`src/rtl/fft_pkg.sv`:
```
// Shared types and widths for the FFT datapath front end.
// Samples are packed complex values {re, im}, two's complement halves.
package fft_pkg;

  localparam int SAMPLE_W = 16;
  localparam int HALF_W   = 8;
  localparam int TW_BITS  = 2;

  typedef struct packed {
    logic signed [HALF_W-1:0] re;
    logic signed [HALF_W-1:0] im;
  } sample_t;

  typedef enum logic {
    FILL = 1'b0,
    PAIR = 1'b1
  } state_t;

endpackage

```
`src/rtl/fft_hold_buf.sv`:
```
// Register file that holds the first half of a butterfly block.
// One synchronous write port and one combinational read port.
module fft_hold_buf #(
  parameter int DW    = 16,
  parameter int DEPTH = 4,
  parameter int AW    = $clog2(DEPTH)
) (
  input  logic          clock_c,
  input  logic          we,
  input  logic [AW-1:0] waddr,
  input  logic [DW-1:0] wdata,
  input  logic [AW-1:0] raddr,
  output logic [DW-1:0] rdata
);

  logic [DW-1:0] mem [DEPTH];

  // NOTE: the storage array is deliberately not reset; every entry is written
  // before it is read within a block, so a reset would only add muxes.
  always_ff @(posedge clock_c) begin
    if (we) mem[waddr] <= wdata;
  end

  assign rdata = mem[raddr];

endmodule

```
`src/rtl/fft_pair_feeder.sv`:
```
// Pairs x[k] with x[k+SPAN] for the radix-2 butterfly; holds the first SPAN
// samples of each block and emits one registered operand pair per later sample.
module fft_pair_feeder
  import fft_pkg::*;
#(
  parameter int DW      = fft_pkg::SAMPLE_W,
  parameter int SPAN    = 4,
  parameter int TW_BITS = fft_pkg::TW_BITS
) (
  input  logic               clock_c,
  input  logic               reset_n,
  input  logic [DW-1:0]      in_data,
  input  logic               in_valid,
  input  logic               in_sof,
  output logic [DW-1:0]      bf_a,
  output logic [DW-1:0]      bf_b,
  output logic [TW_BITS-1:0] bf_tw,
  output logic               bf_en,
  output logic               bf_last,
  output logic               sync_err
);

  localparam int CNT_W = $clog2(SPAN);
  localparam logic [CNT_W-1:0] CNT_MAX = CNT_W'(SPAN - 1);

  state_t             state_q, state_d;
  logic [CNT_W-1:0]   cnt_q, cnt_d;
  logic               at_last;

  logic               buf_we;
  logic [CNT_W-1:0]   buf_waddr;
  logic [DW-1:0]      held;

  logic [DW-1:0]      bf_a_d, bf_b_d;
  logic [TW_BITS-1:0] bf_tw_d;
  logic               bf_en_d, bf_last_d, sync_err_d;

  fft_hold_buf #(
    .DW    (DW),
    .DEPTH (SPAN)
  ) u_hold_buf (
    .clock_c (clock_c),
    .we      (buf_we),
    .waddr   (buf_waddr),
    .wdata   (in_data),
    .raddr   (cnt_q),
    .rdata   (held)
  );

  assign at_last = (cnt_q == CNT_MAX);

  // NOTE: every signal driven here gets a default first, so no path through
  // the case/if tree can leave one unassigned and infer a latch.
  always_comb begin
    state_d    = state_q;
    cnt_d      = cnt_q;
    buf_we     = 1'b0;
    buf_waddr  = cnt_q;
    bf_a_d     = bf_a;
    bf_b_d     = bf_b;
    bf_tw_d    = bf_tw;
    bf_en_d    = 1'b0;
    bf_last_d  = 1'b0;
    sync_err_d = sync_err;

    if (in_valid && reset_n) begin
      if (in_sof) begin
        // Start of block always re-aligns to index 0; a misaligned one is flagged.
        state_d   = FILL;
        cnt_d     = CNT_W'(1);
        buf_we    = 1'b1;
        buf_waddr = '0;
        if (state_q != FILL || cnt_q != '0) sync_err_d = 1'b1;
      end else begin
        cnt_d = at_last ? '0 : cnt_q + CNT_W'(1);
        unique case (state_q)
          FILL: begin
            buf_we = 1'b1;
            if (at_last) state_d = PAIR;
          end
          PAIR: begin
            bf_a_d    = held;
            bf_b_d    = in_data;
            // Top TW_BITS of the pair index select the twiddle.
            bf_tw_d   = cnt_q[CNT_W-1 -: TW_BITS];
            bf_en_d   = 1'b1;
            bf_last_d = at_last;
            if (at_last) state_d = FILL;
          end
          default: state_d = FILL;
        endcase
      end
    end
  end

  // NOTE: sequential state uses non-blocking assignments so every register
  // samples the pre-edge values regardless of statement order.
  always_ff @(posedge clock_c) begin
    if (!reset_n) begin
      state_q  <= FILL;
      cnt_q    <= '0;
      bf_a     <= '0;
      bf_b     <= '0;
      bf_tw    <= '0;
      bf_en    <= 1'b0;
      bf_last  <= 1'b0;
      sync_err <= 1'b0;
    end else begin
      state_q  <= state_d;
      cnt_q    <= cnt_d;
      bf_a     <= bf_a_d;
      bf_b     <= bf_b_d;
      bf_tw    <= bf_tw_d;
      bf_en    <= bf_en_d;
      bf_last  <= bf_last_d;
      sync_err <= sync_err_d;
    end
  end

endmodule

```
`config.mk`:
```
export PLATFORM = sky130hd
export DESIGN_NAME = fft_pair_feeder
export DESIGN_NICKNAME = d
export VERILOG_FILES = /design/src/rtl/fft_pkg.sv /design/src/rtl/fft_hold_buf.sv /design/src/rtl/fft_pair_feeder.sv
export SDC_FILE = /design/constraint.sdc
export NUM_CORES = 1
export LEC_CHECK = 0
export BUFFER_PORTS_ARGS = -buffer_cell sky130_fd_sc_hd__buf_4
export CORE_MARGIN = 5
export CORE_UTILIZATION = 40
export CTS_CLUSTER_DIAMETER = 60
export DETAILED_ROUTE_END_ITERATION = 12
export SLEW_MARGIN = 25
export SYNTH_ARGS = -nofsm -noshare
export SYNTH_HDL_FRONTEND = slang
export SYNTH_SLANG_ARGS = --single-unit
```
`constraint.sdc`:
```
create_clock -name clock_c -period 1.9 [get_ports clock_c]
set_clock_uncertainty 0.1 [all_clocks]
set_input_delay 0.19 -clock clock_c [delete_from_list [all_inputs] [get_ports clock_c]]
set_output_delay 0.19 -clock clock_c [all_outputs]
set_load 0.1 [all_outputs]
```
### Word-level counts from Yosys, hierarchy flattened

Memory sizes are Yosys's and may differ from the RTL's. A register that Yosys moved wholly into a read port is not among the register bits.
Index checks and enable logic that the tools add are counted.

* add/subtract/negate cells: 1
* equal/unequal tests: 1
* multiplexer cells: 14
* bitwise logic cells: 4
* reduce and logical (&&, ||, !) cells: 8

Operators with widths (number)
* 1-bit two-way mux: 9
* 2-bit two-way mux: 4
* 3-bit AND reduction: 2
* 1-bit inverter: 4
* 4-bit OR reduction: 1
* 3-bit OR reduction: 1
* 2-bit by 1-bit adder with 2-bit output (second input constant): 1
* 2-bit == test (second input constant): 1
* 1-bit one-hot mux with 2 select lines: 1
* 2-bit nonzero test: 1
* 1-bit logical AND: 1
* 1-bit logical NOT: 1
* 1-bit logical OR: 1

* register bits: 24
* bits in writable memories: 64
* input port bits: 20
* output and inout port bits: 37
* logic and storage cells: 36
* memories: 1

Memories
* u_hold_buf.mem: words 4, bits a word 16, rd ports 1, clocked after memory_dff 1, write ports 1, RTL line fft_hold_buf.sv:16 `logic [DW-1:0] mem [DEPTH];`

### Depth between registers and ports, before layout

Gate-level depths: netlist of the first run.

* depth after elaboration: 5
* mapped depth: 7
* mapped depth without buffers: 5

### By module

A second synthesis of the first run with hierarchy kept.

* cell total of the unflattened synthesis: 275
* area, all modules: 3940.0 µm²

By module, submodules not included
* fft_hold_buf: instances 1, cells each 88, area an instance 2377.3 µm², seq. area each 1921.8 µm²
* fft_pair_feeder: instances 1, cells each 187, area an instance 1562.7 µm², seq. area each 800.8 µm²

### Worst setup path after synthesis of the first run

OpenSTA, ideal clock, no wires.

* path type: reg-to-reg
* start point: reg cnt_q[0]
* end point: mem u_hold_buf.mem[0][0], enable pin
* setup time: 365 ps
* arrival: 1170 ps
* path slack: 266 ps
* cell stages (with the launch flop): 5
* path buffers: 2
* period minus slack after synthesis: 1634 ps
* cell sequence: dfxtp_1 > buf_6 > buf_6 > nor3_1 > o211a_1

* cells in the longest elaborated chain, start to end: 2

Ends and longest elaborated chain
* start: declaration: RTL line fft_pair_feeder.sv:27 `logic [CNT_W-1:0] cnt_q, cnt_d;`
* start signal: assignment: RTL line fft_pair_feeder.sv:110 `cnt_q <= cnt_d;`
* 2-bit two-way mux: RTL line fft_pair_feeder.sv:67 `if (in_sof) begin`
* 2-bit two-way mux *: RTL line fft_pair_feeder.sv:66 `if (in_valid && reset_n) begin`
* end: declaration: RTL line fft_hold_buf.sv:16

Mark *: on every way between the ends. The rest lies on a longest branch, timed or not.

### Worst setup path after layout of the first run

* start point: in in_valid
* end point: mem u_hold_buf.mem[1][5], enable pin

* cells in the longest elaborated chain, start to end: 4
* elaborated cells on any way between the ends: 5

Ends and longest elaborated chain
* start: declaration: RTL line fft_pair_feeder.sv:13 `input logic in_valid,`
* 1-bit logical AND *: RTL line fft_pair_feeder.sv:66
* 1-bit two-way mux: RTL line fft_pair_feeder.sv:66
* 1-bit two-way mux: RTL line fft_hold_buf.sv:21 `if (we) mem[waddr] <= wdata;`
* 1-bit two-way mux (not written as such): RTL line fft_hold_buf.sv:21

Marked as above.

==> flow_summary.ini, run 1 <==
[setup_path]
worst-path-buf-inv = 3
critPathKind = input port to flip-flop
path_cells = dlygate4sd3_1 -> buf_4 -> and3_1 -> and3_1 -> buf_4
cp_top_family = buffers and inverters
r2r_setup_slack_ns = 0.37
cp-start-kind = input port
cp_data_arrival_time_ns = 1.49
critPathMaxStageDelay_ns = 0.53
slowest_stage = dlygate4sd3_1
timing.rr.start = state_q
critPathRequiredTime_ns = 1.84
r2r_end = u_hold_buf.mem[1][5]
startpoint = in_valid
cp_max_fo = 16
end_kind = flip-flop
r2r_cells = 4

[synth]
syn_nets = 287
syn_area_per_cell_um2 = 14.6
ys_seq_area_share_pct = 70.5
yosysUniqueCellTypes = 30
syn_area_um2 = 3860
ys_async_sr_fraction_pct = 0
synthCells = 265
ys_ff_latch = 104
synth_edf_count = 64
ys_warn_count = 0
synth_ff_type = edfxtp_1

[drt]
drc_errors = 0
dr.pass1.iters = 4
vias = 2289
via_per_inst = 4.80
ant_nets = 0
drtIter0Drc = 64
avgRoutedWirePerCell_um = 15.0
wirelength_um = 7180

[cells_and_area]
fin_util_pct = 51.7
fin_cells = 477
final_cell_mix = nand2_1, buf_4, edfxtp_1
diodes = 0
drive_above_1_share_pct = 27.6
area_growth_pct = 24.8
nets = 365
fin_area_um2 = 4820
final_common_cell = nand2_1

[sta]
drv_slew = 0
fin_setup_tns_ns = 0
period_share_pct = 81.6
finalHoldViolCount = 0
finalCriticalPeriod_ns = 1.55
rsz0062_at_grt = false
relSlewSlack_pct = 74.3
fin_ws_ns = 0.349
tightest_slew_ns = 0.386
setup_viol = 0
fmaxAchievable_mhz = 645

[global_route]
antenna_found_initial = 0
grt_first_pass_wirelength_um = 11600
grtUsageTotal_pct = 13.0
grt_overflow = 0
grt_pass1_vias = 2305
grt_start_max_net_pins = 38

[cts]
clockRootBuffer = clkbuf_8
cts_tree = built
htree_levels = 3
path_clk_slew_ns = 0.09
cts_buffers = 9
ctsLongestPathBuffers = 2
insertion_delay_ns = 0.36
cts.sinks = 104

[floorplanning]
die_area_um2 = 11700
die_h_um = 108
initial_utilization_pct = 41.4
core_region_area_um2 = 9330
dieWidth_um = 108
ios = 57
num_rows = 35

[pwr]
p_leak_nw = 1.83
peakVddDrop_uv = 457
power_density_nw_per_um2 = 861

[placement]
post-place-ws_ns = 0.365
portBuffers = 56
post-place-cells = 444
gp_congestion = 0.720
hpwl_um = 4530
dpl_cell_area_um2 = 4430

[worst_hold_path]
worstHoldEndpoint = cnt_q[0]
min_path_cells = 3
holdCritStartpoint = reset_n
min_path_type = input port to flip-flop

[flow_run]
max-cap-violations = 0

[outcome]
outcome = finished clean
-- stage by stage --
stage	hold slack [ns]	power, mW
floorplan	0.189	2.61
global placement	0.309	2.69
detailed placement	0.306	2.69
CTS	0.000161	4.20
global route	0.0281	4.32
finish	0.0191	4.15
-- power breakdown --
group          internal [mW]  switching, mW
registers               2.42        0.00910
logic                  0.125          0.114
clock network          0.750          0.735
-- worst register-to-register path: stages (launching register included) --
cell     delay [ns]
dfxtp_1        0.37
nor2_1         0.14
and3_1         0.19
and3_1         0.16
buf_4          0.26
-- kinds of logic after synthesis --
kind of cell / synth area share (%)
muxes: 9.62
adders and majority gates: 0.648
AOI/OAI and AO/OA: 4.66
and+or+nand+nor: 11.4
DFF: 70.5
buffers and inverters: 3.21
-- state kept, by name, summed over array words and instances, names as in the netlist --
name,cells
bf_b,16
bf_last,1
u_hold_buf.mem,64
bf_a,16
state_q,1
bf_en,1
cnt_q,2
sync_err,1
bf_tw,2
-- per-layer routing --
metal / track usage (%) / vias to the layer above / wire length [um]
met3: 3.94 / 10 / 357
met2: 22.1 / 53 / 3550
met1: 16.2 / 1115 / 3190
met5: 0 / - / 0
met4: 3.88 / 0 / 85
li1: - / 1111 / -
-- worst max-delay path by stage --
stage	cells after the start	slack [ns]	end
2_1_floorplan	4	0.27	u_hold_buf.mem[0][0]
3_3_place_gp	4	0.40	u_hold_buf.mem[1][1]
5_1_grt	4	0.28	u_hold_buf.mem[2][5]
6_report	5	0.35	u_hold_buf.mem[1][5]
4_1_cts	4	0.36	u_hold_buf.mem[1][5]
3_5_place_dp	4	0.37	u_hold_buf.mem[1][1]
-- Yosys cell counts (2+ instances only) --
cell | number | area [um^2]
inv_1 | 2 | 7.51
nand2_1 | 68 | 255
ha_1 | 2 | 25.0
edfxtp_1 | 64 | 1920
and3_1 | 4 | 25.0
buf_2 | 7 | 35.0
nor2_1 | 3 | 11.3
and2_1 | 2 | 12.5
clkbuf_1 | 3 | 11.3
mux4_1 | 3 | 78.8
a21boi_0 | 12 | 90.1
dfxtp_1 | 40 | 801
nor2b_1 | 2 | 12.5
nand3_1 | 16 | 80.1
a21boi_1 | 6 | 45.0
o21ai_0 | 3 | 15.0
mux4_2 | 13 | 293
buf_6 | 3 | 33.8
-- repair_timing --
item                                    CTS  global route
hold endpoints to repair                 74             0
hold buffers                             17             0
resized for setup                         0             0
buffers inserted                          0             0
endpoints found under the setup margin    0             0
-- final cells by class --
| type | count | area, um^2 |
|---|---|---|
| fillers | 803 | 4510 |
| flip-flops and latches | 104 | 2720 |
| multi-input cells | 142 | 1020 |
| repair buffers | 83 | 691 |
| well taps | 129 | 161 |
| clock buffers | 10 | 128 |
| clock inverters | 6 | 90.1 |
| inverters | 3 | 12.5 |
No activity file was read; power rests on OpenSTA's default activity.
==> inputs of run 2 (changes only) <==
Clock period 1.9 ns to 1.24 ns, I/O delays scaled along.
==> run 2 against run 1 <==
Effect of this change:
- the flow now finishes with violations (negative setup slack)
- global-route usage is 3.0 points higher
- power is 62% higher
- via count is 7.9% higher
- worst hold slack better by 0.026 ns
==> flow_summary.ini, run 2 (synthesized netlist as in run 1, its figures left out) <==
[setup_path]
cp_max_fo = 11
critPathRequiredTime_ns = 1.22
end_kind = flip-flop
cp_data_arrival_time_ns = 1.38
cp-start-kind = flip-flop
critPathKind = flip-flop to flip-flop

[global_route]
grt_first_pass_wirelength_um = 14000
antenna_found_initial = 0
grtUsageTotal_pct = 16.0
grt_pass1_vias = 2545
grt_start_max_net_pins = 19
grt_overflow = 0

[cells_and_area]
final_cell_mix = edfxtp_1, nand2_1, buf_4
top_regs = u_hold_buf.mem x64, bf_a x16, bf_b x16
nets = 391
largest_reg_flops = 64
final_common_cell = edfxtp_1
regMostFlops = u_hold_buf.mem
area_growth_pct = 46.4
drive_above_1_share_pct = 48.7
diodes = 0
fin_cells = 503

[worst_hold_path]
min_path_type = input port to flip-flop

[placement]
portBuffers = 56
gp_congestion = 0.721
hpwl_um = 5170
post-place-cells = 455

[pwr]
internal_power_mw = 5.40
peakVddDrop_uv = 613
pwr-share-clk_pct = 37.9
p_leak_nw = 2.15
p_sw_mw = 1.32
power_frac_comb_pct = 6.6
seq_power_share_pct = 55.5
netSwitchingFraction_pct = 19.6
power_density_nw_per_um2 = 1190

[drt]
via_per_inst = 4.91
drc_errors = 0
drtIter0Drc = 102
dr.pass1.iters = 4
ant_nets = 0
avgRoutedWirePerCell_um = 17.7
vias = 2470
wirelength_um = 8920

[cts]
insertion_delay_ns = 0.35
htree_levels = 3
path_clk_slew_ns = 0.09
cts_buffers = 9
cts_tree = built
ctsLongestPathBuffers = 2
clockRootBuffer = clkbuf_8
cts.sinks = 104

[sta]
tightest_slew_ns = 0.282
period_share_pct = 113
fmaxAchievable_mhz = 711
finalCriticalPeriod_ns = 1.41
finalHoldWorstSlack_ns = 0.0447
setup_viol = 99
relSlewSlack_pct = 81.4
fin_ws_ns = -0.166
drv_slew = 0
rsz0062_at_grt = true
finalHoldViolCount = 0

[floorplanning]
die_area_um2 = 11700
dieWidth_um = 108
initial_utilization_pct = 41.4
core_region_area_um2 = 9330
die_h_um = 108
num_rows = 35
ios = 57

[outcome]
violations = negative setup slack
outcome = complete, but fails checks

[flow_run]
max-cap-violations = 0
==> run 2: changes by cell type in the layout (fill, tap and decap cells not counted), moves of 10 or more <==
cell,change
dfxtp_1,-26
dfxtp_2,+23
a21boi_0,-10
buf_4,-23
nand2_1,-14
buf_6,+31
==> run 2: path summary, 6_finish.rpt <==
check                start              endpoint  slack, ns  cells past startpoint
hold / removal    in_valid              cnt_q[0]       0.04                      3
setup reg to reg   state_q  u_hold_buf.mem[1][1]      -0.17                      4
setup / recovery   state_q  u_hold_buf.mem[1][1]      -0.17                      4
hold reg to reg    bf_a[6]               bf_a[6]       0.35                      2
==> run 2: power groups by stage <==
stage                     Clock (mW)  Combinational [mW]  Sequential (mW)
after floorplan                    0               0.209             3.81
after global placement             0               0.371             3.80
after detailed placement           0               0.374             3.81
after CTS                       2.61               0.442             3.73
after global routing            2.75               0.479             3.73
final                           2.54               0.446             3.72
==> run 2: per-stage QoR <==
stage | total power, mW | setup TNS [ns] | setup WS, ns | area (um^2) | util (%)
3_3_place_gp | 4.17 | -15.21 | -0.224 | 4620 | 49.5
4_1_cts | 6.78 | -11.70 | -0.159 | 5470 | 58.6
3_5_place_dp | 4.18 | -16.94 | -0.240 | 4620 | 49.5
6_report | 6.71 | -12.87 | -0.166 | 5650 | 60.6
5_1_grt | 6.96 | -16.36 | -0.205 | 5650 | 60.6
2_1_floorplan | 4.02 | -10.16 | -0.130 | 3950 | -
==> run 2: area by class of cell <==
cell class / instances / area, um^2
clock buffers: 11 / 151
clock inverters: 5 / 103
fillers: 708 / 3670
inverters: 3 / 16.3
multi-input cells: 143 / 1170
flip-flops and latches: 104 / 2760
well taps: 129 / 161
repair buffers: 108 / 1280
==> run 2: repair_timing <==
item / in CTS / in global routing
pin swaps: 6 / 10
setup endpoints to repair: 97 / 121
cloned: 8 / 0
setup buffers: 7 / 2
hold buffers: 16 / 0
resized for setup: 42 / 53
endpoints found under the hold margin: 80 / 0
==> run 2: critical path, cell delays in order (launching register included) <==
cell,delay (ns)
dfxtp_4,0.36
nor2_4,0.09
and3_4,0.22
and3_4,0.22
buf_12,0.15
==> run 2: metal layers <==
metal / GRT usage [%] / up-vias / part of all wire [%]
li1: - / 1177 / -
met1: 21.4 / 1238 / 45
met2: 26.4 / 51 / 51
met3: 3.82 / 4 / 3.9
met4: 4.24 / 0 / 0.67
met5: 0 / - / 0
==> inputs of run 3 (changes only) <==
Settings changed: BUFFER_PORTS_ARGS -buffer_cell sky130_fd_sc_hd__buf_4 to unset, DONT_BUFFER_PORTS set to 1.
==> run 3 against run 2 <==
Effect of this change:
- critical path depth unchanged
- power fell by 6.3%
- setup slack is essentially flat
- routed wire length down 5.6%
- highest routed layer unchanged
- maximum frequency is essentially flat
- the run ends with negative hold slack, negative setup slack left
==> flow_summary.ini, run 3 (synthesized netlist as in run 1, its figures left out) <==
[placement]
hpwl_um = 4610
portBuffers = 0
post-place-cells = 427
gp_congestion = 0.722
post-place-ws_ns = -0.230
dpl_cell_area_um2 = 4460

[global_route]
grt_first_pass_wirelength_um = 13200
antenna_found_initial = 0
grt_start_max_net_pins = 39
grt_pass1_vias = 2441
grtUsageTotal_pct = 15.0
grt_overflow = 0

[drt]
avgRoutedWirePerCell_um = 17.6
drc_errors = 0
top_layer_used = met4
wirelength_um = 8410
ant_nets = 0
dr.pass1.iters = 4
met2_wirelength_um = 4130
via_per_inst = 4.96
wl_met1_um = 3710
met3_length_um = 499
vias = 2370
drtIter0Drc = 129

[sta]
fin_setup_tns_ns = -11.75
finalHoldViolCount = 4
tightest_slew_ns = 0.283
setup_viol = 102
fmaxAchievable_mhz = 711
drv_slew = 0
finalCriticalPeriod_ns = 1.41
finalHoldWorstSlack_ns = -0.151
relSlewSlack_pct = 81.1
fin_ws_ns = -0.166
period_share_pct = 113
rsz0062_at_grt = true

[pwr]
total_power_mw = 6.29
power_density_nw_per_um2 = 1150
peakVddDrop_uv = 1220
p_leak_nw = 2.00

[cts]
insertion_delay_ns = 0.36
cts_hold_buffers = 19
cts_buffers = 9
ctsLongestPathBuffers = 2
path_clk_slew_ns = 0.10
htree_levels = 3
cts.sinks = 104
clockRootBuffer = clkbuf_8
cts_tree = built

[cells_and_area]
nFillCells = 722
fin_cells = 478
final_cell_mix = edfxtp_1, nand2_1, dfxtp_2, buf_6, dlygate4sd3_1
largest_reg_flops = 64
regMostFlops = u_hold_buf.mem
nets = 366
register_area_um2 = 2760
final_common_cell = edfxtp_1
fin_area_um2 = 5480
top_regs = u_hold_buf.mem x64, bf_a x16, bf_b x16
fin_util_pct = 58.7
drive_above_1_share_pct = 47.9
area_growth_pct = 41.8
multi_input_area_um2 = 1240
diodes = 0

[floorplanning]
core_region_area_um2 = 9330
ios = 57
num_rows = 35
die_h_um = 108
dieWidth_um = 108
die_area_um2 = 11700
initial_utilization_pct = 41.4

[setup_path]
cp_max_fo = 9
critPathKind = flip-flop to flip-flop
cp-start-kind = flip-flop
critPathMaxStageDelay_ns = 0.38
cp_data_arrival_time_ns = 1.38
slowest_stage = dfxtp_4
critPathRequiredTime_ns = 1.21
path_cells = buf_4 -> nor3_4 -> o211a_4 -> buf_12
end_kind = flip-flop

[worst_hold_path]
min_path_type = input port to flip-flop

[outcome]
outcome = complete, but fails checks
violations = negative hold slack, negative setup slack

[flow_run]
max-cap-violations = 0
[run 3: area by class of cell]
cell class / instances / share of cell area (%)
Sequential cell: 104 / 50.5
Clock inverter: 6 / 1.30
Inverter: 3 / 0.480
Tap cell: 129 / 2.95
Clock buffer: 10 / 2.51
Multi-Input combinational cell: 145 / 22.6
Timing Repair Buffer: 81 / 19.7
[run 3: path summary, 6_finish.rpt]
check	start	to	slack (ns)	cells past startpoint
worst min-delay path	in_sof	sync_err	-0.15	2
worst max register to register	cnt_q[0]	u_hold_buf.mem[0][15]	-0.17	4
worst max-delay path	cnt_q[0]	u_hold_buf.mem[0][15]	-0.17	4
worst min register to register	bf_a[14]	bf_a[14]	0.36	2
[run 3: timing repair]
action / CTS / global route
setup buffers: 6 / 2
hold endpoints to repair: 102 / 4
resized for setup: 59 / 65
gates cloned: 7 / 1
pin swaps: 16 / 11
endpoints found under the setup margin: 106 / 127
[run 3: worst max-delay path, delay by kind of cell, from the launching register on]
kind / cells / cell delay [ns]
DFF: 1 / 0.38
buffers and inverters: 2 / 0.31
AOI/OAI and AO/OA: 1 / 0.21
and+or+nand+nor: 1 / 0.12
[run 3: report_power, final]
part	internal, mW	switching, mW
clock	1.01	1.17
sequential	3.70	0.0196
combinational	0.205	0.187
[run 3: per-layer routing]
layer,vias to the layer above,track usage [%]
li1,1130,-
met1,1173,19.7
met2,62,24.5
met3,5,4.78
met4,0,3.79
met5,-,0
